File: src/rtl/arbiter_defs.sv
// Shared definitions for the data-memory arbiter.
// FSM encoding, default starvation bound, burst-length width.
package arbiter_defs;
  typedef enum logic [1:0] {
    ST_IDLE,
    ST_BURST,
    ST_DONE
  } arb_state_t;

  localparam int STARVE_LIMIT_DEF = 4;
  localparam int LEN_W = 4;
endpackage

File: src/rtl/burst_counter.sv
// DMA burst address generator and remaining-beat down-counter.
// last is high while the current beat is the final one.
module burst_counter
  import arbiter_defs::*;
#(
  parameter int ADDR_WIDTH = 32
) (
  input  logic                  clk,
  input  logic                  reset,
  input  logic                  load,
  input  logic                  advance,
  input  logic [ADDR_WIDTH-1:0] load_addr,
  input  logic [LEN_W-1:0]      load_len,
  output logic [ADDR_WIDTH-1:0] addr,
  output logic                  last
);
  logic [LEN_W-1:0] remain;

  always_ff @(posedge clk) begin
    if (!reset) begin
      addr   <= '0;
      remain <= '0;
    end else if (load) begin
      addr   <= load_addr;
      remain <= load_len;
    end else if (advance) begin
      addr   <= addr + ADDR_WIDTH'(4);
      remain <= remain - 1'b1;
    end
  end

  assign last = (remain == '0);
endmodule

File: src/rtl/data_mem_arbiter.sv
// Shares the single DataMemory port between the ME stage and a DMA
// burst engine; the CPU wins after STARVE_LIMIT stalled cycles.
module data_mem_arbiter
  import arbiter_defs::*;
#(
  parameter int DATA_WIDTH   = 32,
  parameter int ADDR_WIDTH   = 32,
  parameter int STARVE_LIMIT = STARVE_LIMIT_DEF
) (
  input  logic                  clk,
  input  logic                  reset,
  input  logic                  cpu_mem_read,
  input  logic                  cpu_mem_write,
  input  logic [ADDR_WIDTH-1:0] cpu_address,
  input  logic [DATA_WIDTH-1:0] cpu_write_data,
  output logic [DATA_WIDTH-1:0] cpu_read_data,
  output logic                  cpu_stall,
  input  logic                  dma_req,
  input  logic                  dma_write,
  input  logic [ADDR_WIDTH-1:0] dma_address,
  input  logic [LEN_W-1:0]      dma_burst_len,
  input  logic [DATA_WIDTH-1:0] dma_write_data,
  output logic                  dma_gnt,
  output logic                  dma_beat_ack,
  output logic [DATA_WIDTH-1:0] dma_read_data,
  output logic                  dma_done,
  output logic                  mem_read,
  output logic                  mem_write,
  output logic [ADDR_WIDTH-1:0] mem_address,
  output logic [DATA_WIDTH-1:0] mem_write_data,
  input  logic [DATA_WIDTH-1:0] mem_read_data
);
  arb_state_t            state;
  logic                  dir;
  logic [7:0]            starve_cnt;
  logic [ADDR_WIDTH-1:0] burst_addr;
  logic                  last;
  logic                  cpu_access;
  logic                  cpu_slot;
  logic                  beat;
  logic                  start;

  assign cpu_access = cpu_mem_read | cpu_mem_write;
  assign start = (state == ST_IDLE) && dma_req && !cpu_access;
  assign cpu_slot = cpu_access && (starve_cnt >= 8'(STARVE_LIMIT));
  assign beat = (state == ST_BURST) && !cpu_slot;

  // Stall must act in the same cycle the beat steals the port.
  assign cpu_stall = (state == ST_BURST) && cpu_access && !cpu_slot;
  assign dma_beat_ack = beat;
  assign cpu_read_data = mem_read_data;
  assign dma_read_data = mem_read_data;

  burst_counter #(
    .ADDR_WIDTH(ADDR_WIDTH)
  ) u_burst_counter (
    .clk      (clk),
    .reset    (reset),
    .load     (start),
    .advance  (beat),
    .load_addr(dma_address),
    .load_len (dma_burst_len),
    .addr     (burst_addr),
    .last     (last)
  );

  always_comb begin
    mem_read       = cpu_mem_read;
    mem_write      = cpu_mem_write;
    mem_address    = cpu_address;
    mem_write_data = cpu_write_data;
    if (beat) begin
      mem_read       = !dir;
      mem_write      = dir;
      mem_address    = burst_addr;
      mem_write_data = dma_write_data;
    end
  end

  always_ff @(posedge clk) begin
    if (!reset) begin
      state      <= ST_IDLE;
      dir        <= 1'b0;
      starve_cnt <= '0;
      dma_gnt    <= 1'b0;
      dma_done   <= 1'b0;
    end else begin
      dma_gnt  <= start;
      dma_done <= 1'b0;
      unique case (state)
        ST_IDLE: begin
          if (start) begin
            state      <= ST_BURST;
            dir        <= dma_write;
            starve_cnt <= '0;
          end
        end
        ST_BURST: begin
          if (cpu_stall) starve_cnt <= starve_cnt + 8'd1;
          else starve_cnt <= '0;
          if (beat && last) begin
            state    <= ST_DONE;
            dma_done <= 1'b1;
          end
        end
        ST_DONE: state <= ST_IDLE;
        default: state <= ST_IDLE;
      endcase
    end
  end
endmodule
File: config.mk
export PLATFORM = sky130hd
export DESIGN_NAME = data_mem_arbiter
export DESIGN_NICKNAME = d
export VERILOG_FILES = /design/src/rtl/arbiter_defs.sv /design/src/rtl/burst_counter.sv /design/src/rtl/data_mem_arbiter.sv
export SDC_FILE = /design/constraint.sdc
export NUM_CORES = 1
export LEC_CHECK = 0
export CORE_MARGIN = 2
export CORE_UTILIZATION = 32
export CTS_CLUSTER_SIZE = 30
export DETAILED_ROUTE_END_ITERATION = 12
export PLACE_DENSITY = 0.86
export SYNTH_ARGS = -nofsm -noshare
export SYNTH_HDL_FRONTEND = slang
export SYNTH_HIERARCHICAL = 1
export SYNTH_SLANG_ARGS = --single-unit
File: constraint.sdc
create_clock -name clk -period 2.7 [get_ports clk]
set_clock_uncertainty 0.15 [all_clocks]
set_input_delay 0.27 -clock clk [delete_from_list [all_inputs] [get_ports clk]]
set_output_delay 0.27 -clock clk [all_outputs]
set_load 0.05 [all_outputs]
Yosys cells after proc, flatten, opt, wreduce, memory -nomap -nowiden. Index checks and enable logic that the tools add are counted.

Register bits: 49.

Bitwise operators: 1. Reduce and logical (&&, ||, !) cells: 18. $add $sub $neg: 3. $lt $le $gt $ge: 1. Mux-type cells: 15. Equal/unequal tests: 3.

Operators with widths (count): $mux 32 (4); $add 32x3->32 const B (1); $mux 8 (2); $pmux 8 s2 (1); $add 8x1->8 const B (1); $ge 8x3->1 const B (1); $mux 4 (2); $reduce_and 2->1 (4); $logic_and 1x1->1 (7); $logic_not 4->1 (1); $mux 2 (2); $pmux 2 s2 (1); $reduce_bool 2->1 (2); $sub 4x1->4 const B (1); $logic_not 1->1 (3); $mux 1 (3); $eq 2x1->1 const B (1); $logic_not 2->1 (1); $ne 2x1->1 const B (1); $ne 2x2->1 const B (1); $or 1x1->1 (1).

Longest topological paths before layout. Gate-level depths: netlist of run 1.

Depth after elaboration: 7. Gate-level depth with buffers: 12.

Cells and area by module. Netlist of run 1, hierarchy kept.

By module, submodules not included: burst_counter (area each 2098.3 um2, seq. area each 720.7 um2, instances 1, cells an instance 264); data_mem_arbiter (area each 1980.6 um2, seq. area each 260.2 um2, instances 1, cells an instance 202).

Worst setup path after synthesis of run 1. Ideal clock, no wire load.

Path kind: input to register. Start point: input cpu_mem_write. End point: register u_burst_counter.addr[22]. Path slack: -364 ps. Buffers on the path: 4. Arrival: 2840 ps. Data required time: 2476 ps. Cell stages on the path: 11. Path through: buf_2 -> nor4b_1 -> a31oi_2 -> buf_6 -> buf_6 -> inv_1 -> nand2_1 -> or3_1 -> clkbuf_1 -> or4_1 -> a31oi_1.

Longest elaborated chain between the ends: 5. Elaborated cells on any way between the ends: 8. Classes of those cells: 1 x mux; 1 x bitwise; 6 x reduce/logical.

Ends and longest elaborated chain: from (decl) (RTL line data_mem_arbiter.sv:13) `input logic cpu_mem_write,`; $or 1x1->1 (RTL line data_mem_arbiter.sv:43) `assign cpu_access = cpu_mem_read | cpu_mem_write;`; $logic_and 1x1->1 (RTL line data_mem_arbiter.sv:45) `assign cpu_slot = cpu_access && (starve_cnt >= 8'(STARVE_LIMIT));`; $logic_not 1->1 (RTL line data_mem_arbiter.sv:46) `assign beat = (state == ST_BURST) && !cpu_slot;`; $logic_and 1x1->1 (RTL line data_mem_arbiter.sv:46); named net dma_beat_ack (RTL line data_mem_arbiter.sv:24) `output logic dma_beat_ack,`; $reduce_bool 2->1 (no source line); to (signal assigned) (RTL line burst_counter.sv:24) `addr <= load_addr;`; to (signal assigned) (RTL line burst_counter.sv:27) `addr <= addr + ADDR_WIDTH'(4);`; to (decl) (RTL line burst_counter.sv:14) `output logic [ADDR_WIDTH-1:0] addr,`.

The timed path passes the listed nets, and every way through them passes these cells. A chain may end at the register's enable or synchronous reset.

Final worst setup path of run 1.
Start point: input cpu_mem_write. End point: output mem_write_data[19].

Longest elaborated chain between the ends: 5.

Ends and longest elaborated chain: $or 1x1->1 (RTL line data_mem_arbiter.sv:43); $logic_and 1x1->1 (RTL line data_mem_arbiter.sv:45); $logic_not 1->1 (RTL line data_mem_arbiter.sv:46); $logic_and 1x1->1 (RTL line data_mem_arbiter.sv:46); $mux 32 (RTL line data_mem_arbiter.sv:72) `if (beat) begin`; to (decl) (RTL line data_mem_arbiter.sv:30) `output logic [DATA_WIDTH-1:0] mem_write_data,`.

Every way passes these cells.

==> results of run 1 <==
## final cells by class
cell class	count	area, um2	area share, %
timing repair buffer	229	2090	35.2
multi-input combinational	312	2450	41.3
tap	172	215	3.62
inverter	14	56.3	0.948
sequential	49	982	16.5
clock inverter	2	13.8	0.232
clock buffer	6	129	2.17
## worst max-delay path: stages
cell	delay (ns)
clkdlybuf4s50_1	0.53
nor4b_2	0.09
a31oi_4	0.20
buf_4	0.25
buf_12	0.25
mux2_2	0.38
buf_4	0.19
## per-stage QoR
stage / util (%) / total power (uW) / worst slack, ns / hold WS, ns
3_5_place_dp: 46.3 / 1870 / -0.0206 / 0.337
5_1_grt: 47.5 / 2580 / 0.0294 / 0.358
4_1_cts: 47.4 / 2500 / 0.0266 / 0.350
2_1_floorplan: - / 1710 / -0.0653 / 0.252
3_3_place_gp: 46.3 / 1860 / 0.0368 / 0.331
6_report: 47.5 / 2480 / 0.0924 / 0.346
## cells by family after synthesis
| kind of cell | after synthesis | share of synthesized area (%) |
|---|---|---|
| xor gates and xnor gates | 15 | 3.22 |
| buffers and inverters | 105 | 16.4 |
| adders and majority gates | 4 | 1.23 |
| AOI/OAI and AO/OA | 88 | 14.0 |
| DFF | 49 | 24.0 |
| muxes | 68 | 21.1 |
| and+or+nand+nor | 137 | 19.9 |
## layout by cell type (no fill, tap or decap), types with 4 or more instances in the layout
master,instances
nand2b_1,8
inv_1,12
a21oi_1,11
and3_1,7
mux2_4,27
clkdlybuf4s50_1,139
nor4_1,7
xor2_1,5
mux2_2,37
or4_1,11
o31ai_1,9
and2_1,11
a31oi_1,11
ha_1,4
nor2b_1,4
o21ai_0,31
dfxtp_1,48
nand2_1,25
nor2_1,12
xnor2_1,10
nand4_1,9
nand3_1,15
mux2i_1,4
buf_4,88
nor3_1,4
clkbuf_16,5
## what timing repair did
action / 4_1_cts / 5_1_grt
gates resized for setup: 0 / 2
endpoints found under the setup margin: 0 / 58
hold buffers: 0 / 0
endpoints found under the hold margin: 0 / 0
## power groups by stage
stage,Combinational (uW),Clock (uW),Sequential (uW)
after global placement,1030,0,823
after floorplan,898,0,812
final,1040,631,808
after global routing,1100,663,815
after detailed placement,1040,0,824
after CTS,1050,644,808
## worst paths after layout
| path | slack [ns] | start | cells past startpoint | end |
|---|---|---|---|---|
| setup / recovery | 0.09 | cpu_mem_write | 7 | mem_write_data[19] |
| hold / removal | 0.35 | starve_cnt[6] | 1 | starve_cnt[6] |
| setup reg to reg | 0.25 | starve_cnt[5] | 7 | u_burst_counter/addr[22] |
| hold reg to reg | 0.35 | starve_cnt[6] | 1 | starve_cnt[6] |
## state kept, by name, summed over array words and instances (netlist names)
name,flops
dir,1
dma_done,1
dma_gnt,1
starve_cnt,8
state,2
u_burst_counter/addr,32
u_burst_counter/remain,4
## per-layer routing
metal  vias to the layer above  track usage, %  wire (um)
met5                         -               0          0
met4                         0            6.90        252
met3                        26            3.81        986
met2                       138            28.5       5910
met1                      1804            22.2       5490
li1                       1918               -          -
==> impl_metrics.ini, run 1 <==
[global_route]
grt_pass1_wl_um = 19000
grt_overflow = 0
grt_pass1_vias = 3769
antenna_found_initial = 0
grtUsageTotal_pct = 17.4
grt_max_degree = 39

[timing]
fin_crit_ns = 2.61
hold_viol = 0
setup_viol = 0
tightest_slew_ns = 0.625
drv_slew = 0
rsz0062_at_grt = false
relSlewSlack_pct = 58.0
tns_ns = 0
max_freq_ghz = 0.384
fin_crit_sh_pct = 96.6

[yosys]
synthArstFlopShare_pct = 0
syn-instance-count = 466
ys.flop_type = dfxtp_1
synth_most_common_cell = buf_4
synth.avg_cell_area_um2 = 8.75
synth_top_area_cell = dfxtp_1
synth_top_area_share_pct = 24.0
yosysSeqAreaShare_pct = 24.0
ys_warn_count = 6
synth_edf_count = 0
ys_top_cells_by_count = 64 x buf_4, 49 x dfxtp_1, 37 x mux2_2, 31 x o21ai_0, 27 x mux2_4
ys_ff_latch = 49
syn_nets = 640
yosys-top-cells-area = dfxtp_1 24%, buf_4 12%, mux2_2 10%
syn-cell-area_um2 = 4080
yosys.cell_types.count = 56

[power]
pwr-share-seq_pct = 32.6
vdd_ir_drop_max_mv = 0.233
power_density_nw_per_um2 = 418
p_int_uw = 1590
switching_share_pct = 35.9
clkPwrFrac_pct = 25.4
combPwrFrac_pct = 42.0
p_sw_uw = 891
p_leak_uw = 0.00237

[cells_and_area]
antenna_cells = 0
design_area_um2 = 5940
n_fill_cell = 1187
fin_cells = 784
fin_nets = 785
drive_above_1_share_pct = 28.8
area_growth_pct = 45.6

[placed_design]
place_area_um2 = 5790
dp_cells = 776
gp_congestion = 0.865
port-buffer-count = 207
hpwlAfterDp_um = 10000

[outcome]
status = completed

[detailed_routing]
drcViolationCount = 0
first_pass_iters = 6
drtAntennaViolNets = 0
vias_per_cell = 4.96
routed_wl_um = 12600
drt_iter0_markers = 223
vias = 3886
wl_per_cell_um = 16.1

[die]
core-area_um2 = 12500
die_width_um = 117
fp-row-count = 41
io_pins = 304
start_util_pct = 32.6
fp.dieH_um = 117
dieArea_um2 = 13700

[worst_setup_path]
worstSetupStartpointType = input pin
path_class = input pin to output port
cp.arrival_ns = 2.19
cp-end-kind = output port
crit_required_ns = 2.28
critPathMaxFanout = 38

[clocking]
cts_inserted_buffers = 5
cts.clk_slew.worst_paths_ns = 0.06
cts_tree = yes
post_cts_buffers = 0
clockBufferDepth = 2
h-tree-depth = 2
cts_sinks = 49
clk_latency_ns = 0.29
root_buffer = clkbuf_16

[worst_hold_path]
holdCritPathClass = flop to flop

[flow_run]
maxCapViolations = 0
(Power assumes the default switching activity.)
==> inputs of run 2 (changes only) <==
--- a/config.mk
+++ b/config.mk
@@ -5,11 +5,13 @@
 export SDC_FILE = /design/constraint.sdc
 export NUM_CORES = 1
 export LEC_CHECK = 0
+export CELL_PAD_IN_SITES_DETAIL_PLACEMENT = 1
+export CELL_PAD_IN_SITES_GLOBAL_PLACEMENT = 1
 export CORE_MARGIN = 2
-export CORE_UTILIZATION = 32
+export CORE_UTILIZATION = 21
 export CTS_CLUSTER_SIZE = 30
 export DETAILED_ROUTE_END_ITERATION = 12
-export PLACE_DENSITY = 0.86
+export PLACE_DENSITY = 0.84
 export SYNTH_ARGS = -nofsm -noshare
 export SYNTH_HDL_FRONTEND = slang
 export SYNTH_HIERARCHICAL = 1
==> run 2 against run 1 <==
  * Design area is 2.4% higher
  * Via count is 3.2% higher
  * Clock power is 2% lower
  * Count of clock-buffer cells in the layout stayed put
  * Total power hardly changed
  * Critical endpoint is now mem_address[30]
  * Largest cell class unchanged
  * Highest routed layer unchanged
==> impl_metrics.ini, run 2 (synthesis results as in run 1) <==
[global_route]
grt_pass1_wl_um = 21400
grt_overflow = 0
grt_use_met2_pct = 24.5
met1_usage_pct = 14.2
gr-usage-met3_pct = 3.20
grtUsageTotal_pct = 13.1
grt_pass1_vias = 4173
busiest_layer = met2
antenna_found_initial = 1
grt_max_degree = 46

[timing]
hold_viol = 0
tightest_slew_ns = 0.625
fin_crit_ns = 2.59
relSlewSlack_pct = 57.9
setup_viol = 0
rsz0062_at_grt = false
max_freq_ghz = 0.386
drv_slew = 0
fin_crit_sh_pct = 96.0
finalWorstSetupSlack_ns = 0.107

[cells_and_area]
regMostFlops = u_burst_counter/addr
largest_registers = u_burst_counter/addr: 32 flops, starve_cnt: 8 flops, u_burst_counter/remain: 4 flops
drive_above_1_share_pct = 28.9
area_growth_pct = 49.1
fin_nets = 789
n_fill_cell = 2219
final_cell_mix = 139 x clkdlybuf4s50_1, 91 x buf_4, 49 x dfxtp_1, 37 x mux2_2, 31 x o21ai_0
fin_cells = 877
layout_commonest_cell = clkdlybuf4s50_1
largest_reg_flops = 32
final_core_util_pct = 32.2

[worst_setup_path]
path_class = input pin to output port
cp.arrival_ns = 2.17
path_cells = clkdlybuf4s50_1 -> nor4b_2 -> a31oi_4 -> buf_4 -> buf_12 -> mux2_4 -> buf_4
rr_worst_depth = 7
slowest_delay_ns = 0.46
r2r-start = starve_cnt[5]
critPathMaxFanout = 38
worstSetupStartpointType = input pin
crit_required_ns = 2.28
r2r_slack_ns = 0.23
cp-end-kind = output port
cpMaxStageDelayCell = clkdlybuf4s50_1
timing.rr.end = u_burst_counter/addr[22]
crit_top_cell = buf_4

[clocking]
clk_latency_ns = 0.29
cts.clk_slew.worst_paths_ns = 0.07
post_cts_buffers = 0
clockBufferDepth = 2
cts_sinks = 49
cts_inserted_buffers = 5
h-tree-depth = 2
root_buffer = clkbuf_16
cts_tree = yes

[detailed_routing]
vias = 4010
routed_wl_um = 14400
first_pass_iters = 4
wl_per_cell_um = 16.4
drt_iter0_markers = 109
drcViolationCount = 0
vias_per_cell = 4.57
drtAntennaViolNets = 0

[placed_design]
dp_slack_ns = -0.136
gp_congestion = 0.804
dp_cells = 868
port-buffer-count = 207
hpwlAfterDp_um = 11700

[die]
start_util_pct = 21.6
dieArea_um2 = 20600
io_pins = 304
fp-row-count = 50
fp.dieH_um = 143
core-area_um2 = 18900
die_width_um = 143

[worst_hold_path]
worstHoldEndpoint = starve_cnt[6]
holdCritPathClass = flop to flop
min-delay-start = starve_cnt[6]
hold_path_depth = 1

[power]
power_uw = 2480
power_density_nw_per_um2 = 408
vdd_ir_drop_max_mv = 0.266
p_leak_uw = 0.00241

[outcome]
status = completed

[flow_run]
maxCapViolations = 0
run 2: cell count changes in the layout (fill, tap and decap cells not counted):
cell | previous run | this run
inv_6 | 1 | 0
buf_4 | 88 | 91
diode_2 | 0 | 1
dfxtp_2 | 1 | 0
dlymetal6s2s_1 | 0 | 1
clkinv_2 | 1 | 2
dfxtp_1 | 48 | 49
run 2: final cells by class:
cell class | instances | area [um2] | area share, %
antenna | 1 | 2.50 | 0.0411
clock buffer | 6 | 129 | 2.12
clock inverter | 2 | 10.0 | 0.165
inverter | 14 | 56.3 | 0.926
multi-input combinational | 312 | 2450 | 40.3
sequential | 49 | 981 | 16.1
tap | 260 | 325 | 5.35
timing repair buffer | 233 | 2130 | 35.0
run 2: timing repair:
action,in CTS,in global routing
gates resized for setup,0,2
hold buffers,0,0
setup endpoints to repair,0,18
endpoints found under the hold margin,0,0
run 2: metrics by stage:
stage | cell area, um2 | setup TNS [ns] | hold WS (ns)
2_1_floorplan | 4100 | -0.205 | 0.252
3_3_place_gp | 5940 | -0.0713 | 0.334
3_5_place_dp | 5940 | -0.461 | 0.338
4_1_cts | 6080 | 0 | 0.353
5_1_grt | 6080 | 0 | 0.366
6_report | 6080 | 0 | 0.350
run 2: report_power, final:
group / internal [uW] / total (uW) / switching (uW)
clock: 341 / 618 / 277
combinational: 492 / 1060 / 569
sequential: 760 / 806 / 46.4
total: 1590 / 2480 / 892
run 2: critical path: cells and delay by family:
family	cells	cell delay, ns
multiplexers	1	0.32
AND/OR/NAND/NOR	1	0.42
AO/OA/AOI/OAI	1	0.09
buffers and inverters	4	1.04
run 2: worst max path at each step:
stage	startpoint	endpoint	slack, ns	cells after the start
finish	cpu_mem_write	mem_address[30]	0.11	7
global route	cpu_mem_write	mem_write_data[2]	0.02	7
detailed placement	cpu_mem_write	u_burst_counter/addr[22]	-0.14	8
CTS	cpu_mem_write	mem_write_data[2]	0.09	7
global placement	cpu_mem_write	u_burst_counter/addr[22]	-0.07	8
floorplan	starve_cnt[5]	u_burst_counter/addr[19]	-0.07	9
run 2: routing by layer:
| metal | share of wire [%] | up-vias | wire length (um) |
|---|---|---|---|
| met1 | 39 | 1898 | 5560 |
| met2 | 50 | 153 | 7210 |
| met5 | 0 | - | 0 |
| met3 | 8.6 | 34 | 1240 |
| li1 | - | 1925 | - |
| met4 | 2.6 | 0 | 381 |
==> inputs of run 3 (changes only) <==
--- a/config.mk
+++ b/config.mk
@@ -8,10 +8,11 @@
 export CELL_PAD_IN_SITES_DETAIL_PLACEMENT = 1
 export CELL_PAD_IN_SITES_GLOBAL_PLACEMENT = 1
 export CORE_MARGIN = 2
-export CORE_UTILIZATION = 21
+export CORE_UTILIZATION = 25
 export CTS_CLUSTER_SIZE = 30
 export DETAILED_ROUTE_END_ITERATION = 12
-export PLACE_DENSITY = 0.84
+export PLACE_DENSITY = 0.93
+export REMOVE_ABC_BUFFERS = 1
 export SYNTH_ARGS = -nofsm -noshare
 export SYNTH_HDL_FRONTEND = slang
 export SYNTH_HIERARCHICAL = 1
==> constraint.sdc (replaced) <==
create_clock -name clk -period 3.3 [get_ports clk]
set_clock_uncertainty 0.15 [all_clocks]
set_input_delay 0.33 -clock clk [delete_from_list [all_inputs] [get_ports clk]]
set_output_delay 0.33 -clock clk [all_outputs]
set_load 0.05 [all_outputs]
==> run 3 against run 2 <==
  * Via count up 2.0%
  * Die area down 16%
  * Register-to-register slack better by 0.38 ns
  * Critical path type is now flop to output port
  * Critical path depth down 3
  * Largest cell class unchanged
  * Flip-flop and latch count unchanged
  * Core utilization up 6.0 points
  * Sequential power down 18%
  * Worst hold slack better by 0.0062 ns
  * First-iteration DRC count up 72%
  * Design area up 0.19%
  * Largest power group unchanged
  * Global-route usage up 5.4 points
==> impl_metrics.ini, run 3 (synthesis results as in run 1) <==
[die]
fp-row-count = 46
die_width_um = 132
core-area_um2 = 15900
io_pins = 304
fp.dieH_um = 132
dieArea_um2 = 17400
start_util_pct = 25.6

[clocking]
cts_inserted_buffers = 5
root_buffer = clkbuf_16
cts_sinks = 49
post_cts_resize_count = 0
post_cts_buffers = 0
clockBufferDepth = 2
cts.clk_slew.worst_paths_ns = 0.07
clk_latency_ns = 0.29
cts_hold_buffers = 0
h-tree-depth = 2
cts_tree = yes

[cells_and_area]
largest_reg_flops = 32
regMostFlops = u_burst_counter/addr
fin_nets = 776
final_cell_mix = 142 x clkdlybuf4s50_1, 62 x buf_4, 49 x dfxtp_1, 37 x mux2_2, 31 x o21ai_0
area_growth_pct = 49.4
drive_above_1_share_pct = 26.2
layout_commonest_cell = clkdlybuf4s50_1
design_area_um2 = 6090
largest_registers = u_burst_counter/addr: 32 flops, starve_cnt: 8 flops, u_burst_counter/remain: 4 flops

[worst_setup_path]
path_class = flop to output port
slowest_delay_ns = 0.80
worstSetupStartpointType = flop
critPathMaxFanout = 3
cpMaxStageDelayCell = clkdlybuf4s50_1
cp-end-kind = output port
path_cells = or4_1 -> o21ai_0 -> a32o_1 -> clkdlybuf4s50_1
crit_required_ns = 2.82
cp.arrival_ns = 2.39

[timing]
setup_viol = 0
fin_crit_sh_pct = 86.8
rsz0062_at_grt = false
holdWs_ns = 0.356
finalWorstSetupSlack_ns = 0.435
max_freq_ghz = 0.349
relSlewSlack_pct = 46.9
drv_slew = 0
hold_viol = 0
tightest_slew_ns = 0.789
fin_crit_ns = 2.87

[detailed_routing]
vias = 4092
drtAntennaViolNets = 0
vias_per_cell = 4.99
first_pass_iters = 4
wl_per_cell_um = 20.4
routed_wl_um = 16700
drt_iter0_markers = 188
drcViolationCount = 0

[worst_hold_path]
holdCritPathClass = flop to flop

[placed_design]
gp_congestion = 0.808
port-buffer-count = 207
hpwlAfterDp_um = 13700
dp_slack_ns = 0.263
place_area_um2 = 5950

[global_route]
grt_pass1_wl_um = 25100
grtUsageTotal_pct = 18.6
grt_overflow = 0
grt_pass1_vias = 4254
antenna_found_initial = 1
grt_max_degree = 67

[outcome]
status = completed

[flow_run]
maxCapViolations = 0

[power]
p_leak_uw = 0.00238
vdd_ir_drop_max_mv = 0.203
power_density_nw_per_um2 = 341
-- run 3: cell count changes in the layout (fill, tap and decap cells not counted) --
cell	delta
nor4b_2	-1
nand2_1	+1
clkinv_2	-2
clkdlybuf4s50_1	+3
nand2_2	-1
buf_4	-29
clkbuf_1	+1
dlymetal6s2s_1	-1
nor2b_2	-1
nor4b_1	+1
nor2b_1	+1
inv_1	+1
buf_12	+14
-- run 3: critical path, delay by kind of cell, from the launching register on --
| kind | cells | cell delay [ns] |
|---|---|---|
| buf+inv | 1 | 0.80 |
| simple gates | 1 | 0.58 |
| compound gates | 2 | 0.38 |
| flops | 1 | 0.34 |
-- run 3: where the power goes --
part           internal, uW  switching (uW)
clock network           282             227
logic                   431             473
registers               622            40.2
total                  1330             740
-- run 3: layer usage --
metal	vias to the layer above	GRT usage (%)	routed length, um
met5	-	3.61	76
met4	3	2.84	138
met3	13	9.77	1960
li1	1904	-	-
met2	248	30.1	7680
met1	1924	22.0	6850
-- run 3: final timing paths --
path	from	endpoint	cells past startpoint	slack, ns
worst min register to register	starve_cnt[7]	starve_cnt[7]	1	0.36
worst max register to register	state[0]	u_burst_counter/addr[27]	8	0.61
worst max-delay path	starve_cnt[2]	mem_write	4	0.43
worst min-delay path	starve_cnt[7]	starve_cnt[7]	1	0.36
-- run 3: final cells by class --
| class | count | area [um2] |
|---|---|---|
| diodes | 1 | 2.50 |
| flip-flops and latches | 49 | 981 |
| fillers | 1841 | 9850 |
| repair buffers | 220 | 2210 |
| multi-input cells | 312 | 2440 |
| clock inverters | 1 | 7.51 |
| clock buffers | 7 | 133 |
| inverters | 14 | 52.6 |
| well taps | 216 | 270 |
-- run 3: per-stage QoR --
| stage | power [uW] | utilization [%] | instances | TNS (ns) |
|---|---|---|---|---|
| 2_1_floorplan | 1180 | - | 375 | -129.16 |
| 3_3_place_gp | 1570 | 37.3 | 811 | 0 |
| 3_5_place_dp | 1590 | 37.3 | 811 | 0 |
| 4_1_cts | 2100 | 38.2 | 819 | 0 |
| 5_1_grt | 2160 | 38.2 | 820 | 0 |
| 6_report | 2080 | 38.2 | 820 | 0 |
==> RTL change 1, RTL diff (settings of run 1) <==
Re-encode `arb_state_t` (3 states) as one-hot, 3 bits wide.
--- a/src/rtl/arbiter_defs.sv
+++ b/src/rtl/arbiter_defs.sv
@@ -2,8 +2,8 @@
 // FSM encoding, default starvation bound, burst-length width.
 package arbiter_defs;
-  typedef enum logic [1:0] {
-    ST_IDLE,
-    ST_BURST,
-    ST_DONE
+  typedef enum logic [2:0] {
+    ST_IDLE  = 3'b001,
+    ST_BURST = 3'b010,
+    ST_DONE  = 3'b100
   } arb_state_t;
 
Behaviour: no difference found for any inputs over 10 cycles, from zero or initial values and one cycle with reset low; not proved beyond that.
==> RTL change 1 against run 1 <==
- sequential share of layout area increased by 0.15 points
- sequential cell count increased by 1
- cell area rose by 0.97%
- synthesized area up 1.6%
- routed wire length decreased by 0.40%
- clock power is 3.6% lower
- total power shrank 16%
- setup slack improved by 0.026 ns
- critical path type unchanged
- critical endpoint is now mem_address[31]
- highest routed layer unchanged
==> RTL change 1: results (changes against run 1) <==
* Top post-synthesis cells by count: 64 x buf_4, 50 x dfxtp_1, 49 x mux2_4, 30 x o21ai_0, 29 x nand2_1
* Slew @ Worst Pin at 0.602 ns (-0.0222 ns)
* Filler cells at 1195 (+0.67%)
* Min Hold Slack at 0.311 ns (-0.0348 ns)
* Cell Area, Placed at 5860 sq um (+1.2%)
* Leakage dissipation at 2.46 nW (+4.0%)
* Nets at 774 (-1.4%)
* Clk root buf: clkbuf_16
* CP arrival at 2.16 ns (-0.03 ns)
* Vias in the first global route at 3728 (-1.1%)
* GP Congestion at 0.897 (+3.7%)
* Detailed Place HPWL at 10200 um (+1.3%)
* Crit Path Max Fanout at 64 (+68%)
* Status: complete, no violations
* Register area share after synthesis at 0.241 (+0.000982)
* Detailed Routing Iterations Pass 1 at 4 (-2)
* CP endpoint: mem_address[31]
* Worst setup path startpoint: cpu_mem_read
* Routed wire length per instance at 16.3 um (+1.1%)
* Synth top area cells: dfxtp_1 24%, mux2_4 18%, buf_4 12%
* Setup ws final at 0.118 ns (+0.0257 ns)
* Input/output buffers at 207 (unchanged)
* GRT Resource Usage Total at 0.175 (+0.000954)
* Post-CTS setup buffer count at 0 (unchanged)
* First-pass GRT wire length at 19700 um (+4.0%)
* Largest net degree at the start of global routing at 65 (+67%)
* Syn_nets at 632 (-1.3%)
* Layout cells sized above 1 at 0.275 (-0.0126)
* Hold Crit Start: starve_cnt[3]
* DR iter-0 viols at 131 (-41%)
* Vias/cell at 4.89 (-1.4%)
* R2R setup slack at 0.40 ns (+0.15 ns)
* Path depth of the worst reg2reg path at 8 (+1)
* Post-synthesis cell type count at 55 (-1.8%)
* IR drop worst, VDD at 0.214 mV (-8.1%)
* DP Worst Slack at 0.0764 ns (+0.0970 ns)
## RTL change 1: worst min path at each step
| stage | cells after the start | to |
|---|---|---|
| 2_1_floorplan | 1 | state[0] |
| 3_3_place_gp | 1 | starve_cnt[6] |
| 3_5_place_dp | 1 | starve_cnt[3] |
| 4_1_cts | 1 | starve_cnt[3] |
| 5_1_grt | 1 | starve_cnt[6] |
| 6_report | 1 | starve_cnt[3] |
## RTL change 1: worst max-delay path, cell delays in order
cell and delay (ns):
clkdlybuf4s50_1 0.55, nor2_1 0.11, o21ai_4 0.20, buf_12 0.37
mux2_2 0.39, buf_4 0.19
## RTL change 1: cell families after synthesis
kind of cell | Yosys count | synth area share
multiplexers | 69 | 0.231
AO/OA/AOI/OAI | 80 | 0.124
XOR/XNOR | 15 | 0.0317
adder cells (fa/ha/maj) | 4 | 0.0121
buffers and inverters | 100 | 0.160
AND/OR/NAND/NOR | 140 | 0.200
flip-flops | 50 | 0.241
## RTL change 1: layout make-up
type	count	area, sq um	share of cell area
repair buffers	224	2110	0.352
well taps	172	215	0.0359
flip-flops and latches	50	1000	0.167
inverters	11	45.0	0.00751
multi-input cells	308	2490	0.415
clock inverters	1	7.51	0.00125
clock buffers	6	129	0.0215
## RTL change 1: metal layers
layer	track usage	wire length (um)	vias to the layer above
li1	-	-	1876
met1	0.226	5680	1714
met2	0.286	5840	140
met3	0.0305	660	43
met4	0.0723	407	0
met5	0	0	-
## RTL change 1: stage by stage
stage	power, mW	util	std cells
2_1_floorplan	1.42	-	458
6_report	2.09	0.475	772
4_1_cts	2.11	0.475	772
3_3_place_gp	1.49	0.465	765
3_5_place_dp	1.50	0.465	765
5_1_grt	2.17	0.475	772
## RTL change 1: power by group
part | internal (mW) | switching, mW
Combinational | 0.357 | 0.324
Sequential | 0.764 | 0.0352
Clock | 0.339 | 0.269
==> RTL change 2, RTL diff (settings of run 1) <==
Made on the original files. `ADDR_WIDTH` is set to 32 in 2 places; all go to 48.
--- a/src/rtl/burst_counter.sv
+++ b/src/rtl/burst_counter.sv
@@ -4,5 +4,5 @@
   import arbiter_defs::*;
 #(
-  parameter int ADDR_WIDTH = 32
+  parameter int ADDR_WIDTH = 48
 ) (
   input  logic                  clk,
--- a/src/rtl/data_mem_arbiter.sv
+++ b/src/rtl/data_mem_arbiter.sv
@@ -5,5 +5,5 @@
 #(
   parameter int DATA_WIDTH   = 32,
-  parameter int ADDR_WIDTH   = 32,
+  parameter int ADDR_WIDTH   = 48,
   parameter int STARVE_LIMIT = STARVE_LIMIT_DEF
 ) (
Ports: changed (resized cpu_address, dma_address and mem_address); port bits go from 304 to 352. No check against the original RTL was run, so the function may have changed too.
==> RTL change 2 against run 1 <==
- hold slack worse by 0.024 ns
- sequential cell count is 16 higher
- combinational power is 35% higher
- final cell count is 27% higher
- sequential share of layout area is 0.31 points lower
- routed wire length is 39% higher
- cell area is 35% higher
- total power is 44% higher
- setup slack worse by 0.041 ns
- non-clock buffer count is 58 higher
- global-route usage is 2.0 points higher
- count of clock-buffer cells in the layout is 8 higher
- register-to-register slack worse by 0.20 ns
- synthesized area is 29% higher
- critical path type is now in2reg
- critical endpoint is now u_burst_counter/addr[35]
- largest power group unchanged
==> RTL change 2: results (changes against run 1) <==
* Status: complete, no violations
* DR iter-0 viols at 362 (+62%)
* Synth Area per Inst at 9.28 sq um (+6.0%)
* Cell total after placement at 971 (+25%)
* DP Worst Slack at -0.151 ns (-0.130 ns)
* Register area share after synthesis at 0.247 (+0.00607)
* Synth Area in XOR/XNOR at 0.0763 (+0.0441)
* Wl on met1 at 6780 um (+23%)
* Mux cell area share after synthesis at 0.226 (+0.0146)
* Layout cells sized above 1 at 0.301 (+0.0136)
* Top post-synthesis cells by count: 67 x mux2_4, 65 x buf_4, 65 x dfxtp_1, 45 x o21ai_0, 34 x a21oi_1
* Vias in the first global route at 5056 (+34%)
* Met2 Usage GRT at 0.345 (+0.0606)
* Hold Crit Start: reset
* Largest net degree at the start of global routing at 51 (+31%)
* Initial antenna violation count at 1 (+1)
* Detailed Place HPWL at 13600 um (+35%)
* Ys async rst share at 0 (unchanged)
* Vias/cell at 4.96 (about the same)
* Input/output buffers at 255 (+23%)
* Filler cells at 1451 (+22%)
* FF-to-FF End: u_burst_counter/addr[35]
* Max incr delay on CP at 0.63 ns (+0.10 ns)
* Syn_nets at 775 (+21%)
* R2R setup slack at 0.05 ns (-0.20 ns)
* Slew headroom at 0.611 (+0.0316)
* Post-synthesis compound-gate area fraction at 0.113 (-0.0271)
* Nets at 978 (+25%)
* GP Congestion at 0.858 (-0.82%)
* IR drop worst, VDD at 0.276 mV (+19%)
* R2R Path Start: state[0]
* CP arrival at 2.71 ns (+0.52 ns)
* Top Registers: u_burst_counter/addr: 48 flops, starve_cnt: 8 flops, u_burst_counter/remain: 4 flops
* Met3 WL at 1590 um (+61%)
* Path depth of the worst reg2reg path at 9 (+2)
* Depth of the CTS H-tree at 3 (+1)
* Total number of vias at 4923 (+27%)
* Met1 Usage GRT at 0.213 (-0.00956)
* Leakage dissipation at 3.43 nW (+45%)
* Crit Path Max Fanout at 6 (-84%)
* Routed wire length per instance at 17.6 um (+9.4%)
* Max Clk Rate at 378 MHz (-1.6%)
* Slowest cell on crit path: or4_4
* Crit path max-delay family: simple AND/OR/NAND/NOR gates
* Synth top area cells: dfxtp_1 25%, mux2_4 19%, buf_4 9.2%
* Worst hold path endpoint: u_burst_counter/addr[17]
* Wire length on met2 at 8790 um (+49%)
* Cell Area, Placed at 7670 sq um (+32%)
* Worst skew pair latency at 0.34 ns (+0.05 ns)
* CTS buffer count at 9 (+4)
* Worst Hold Class: in2reg
* GRT Resource Usage Total at 0.194 (+0.0201)
* Adder-cell share of the synthesized area at 0.00948 (-0.00279)
* First-pass GRT wire length at 27000 um (+42%)
* Worst hold stages at 2 (+1)
* Met3 Resource Use GR at 0.0751 (+0.0370)
RTL change 2: cell types whose count changed in the layout (fill, tap and decap cells not counted), moves of 17 or more:
cell             delta
buf_12             +18
mux2_2             -24
mux2_4             +40
xnor2_1            +17
clkdlybuf4s50_1    +31
a21oi_1            +23
RTL change 2: area by class of cell:
type	count	area, sq um	share of cell area
clock buffer	14	264	0.0328
clock inverter	2	12.5	0.00156
inverter	13	52.6	0.00653
multi-input combinational	396	3260	0.406
sequential	65	1310	0.162
tap	216	270	0.0336
timing repair buffer	287	2880	0.357
RTL change 2: what timing repair did:
| item | CTS | global route |
|---|---|---|
| cloned | 1 | 0 |
| gates resized for setup | 8 | 1 |
| endpoints found under the setup margin | 66 | 51 |
| buffers inserted | 0 | 5 |
| hold buffers | 0 | 0 |
| pin swaps | 0 | 1 |
RTL change 2: how the worst max path moves through the flow:
stage                              from                       end  depth (start not counted)
after floorplan           starve_cnt[5]  u_burst_counter/addr[35]                         11
after global placement    cpu_mem_write  u_burst_counter/addr[35]                         10
after detailed placement  cpu_mem_write  u_burst_counter/addr[35]                         10
after CTS                      state[0]         mem_write_data[0]                          7
after global routing           state[0]  u_burst_counter/addr[35]                          9
final                     cpu_mem_write  u_burst_counter/addr[35]                         10
RTL change 2: metrics by stage:
stage	hold slack, ns	power [mW]
2_1_floorplan	0.252	2.17
3_3_place_gp	0.330	2.46
3_5_place_dp	0.338	2.48
4_1_cts	0.317	3.62
5_1_grt	0.357	3.71
6_report	0.323	3.58
RTL change 2: where the power goes:
group	internal (mW)	switching [mW]	total [mW]
sequential	1.01	0.0706	1.08
combinational	0.693	0.708	1.40
clock	0.671	0.425	1.10
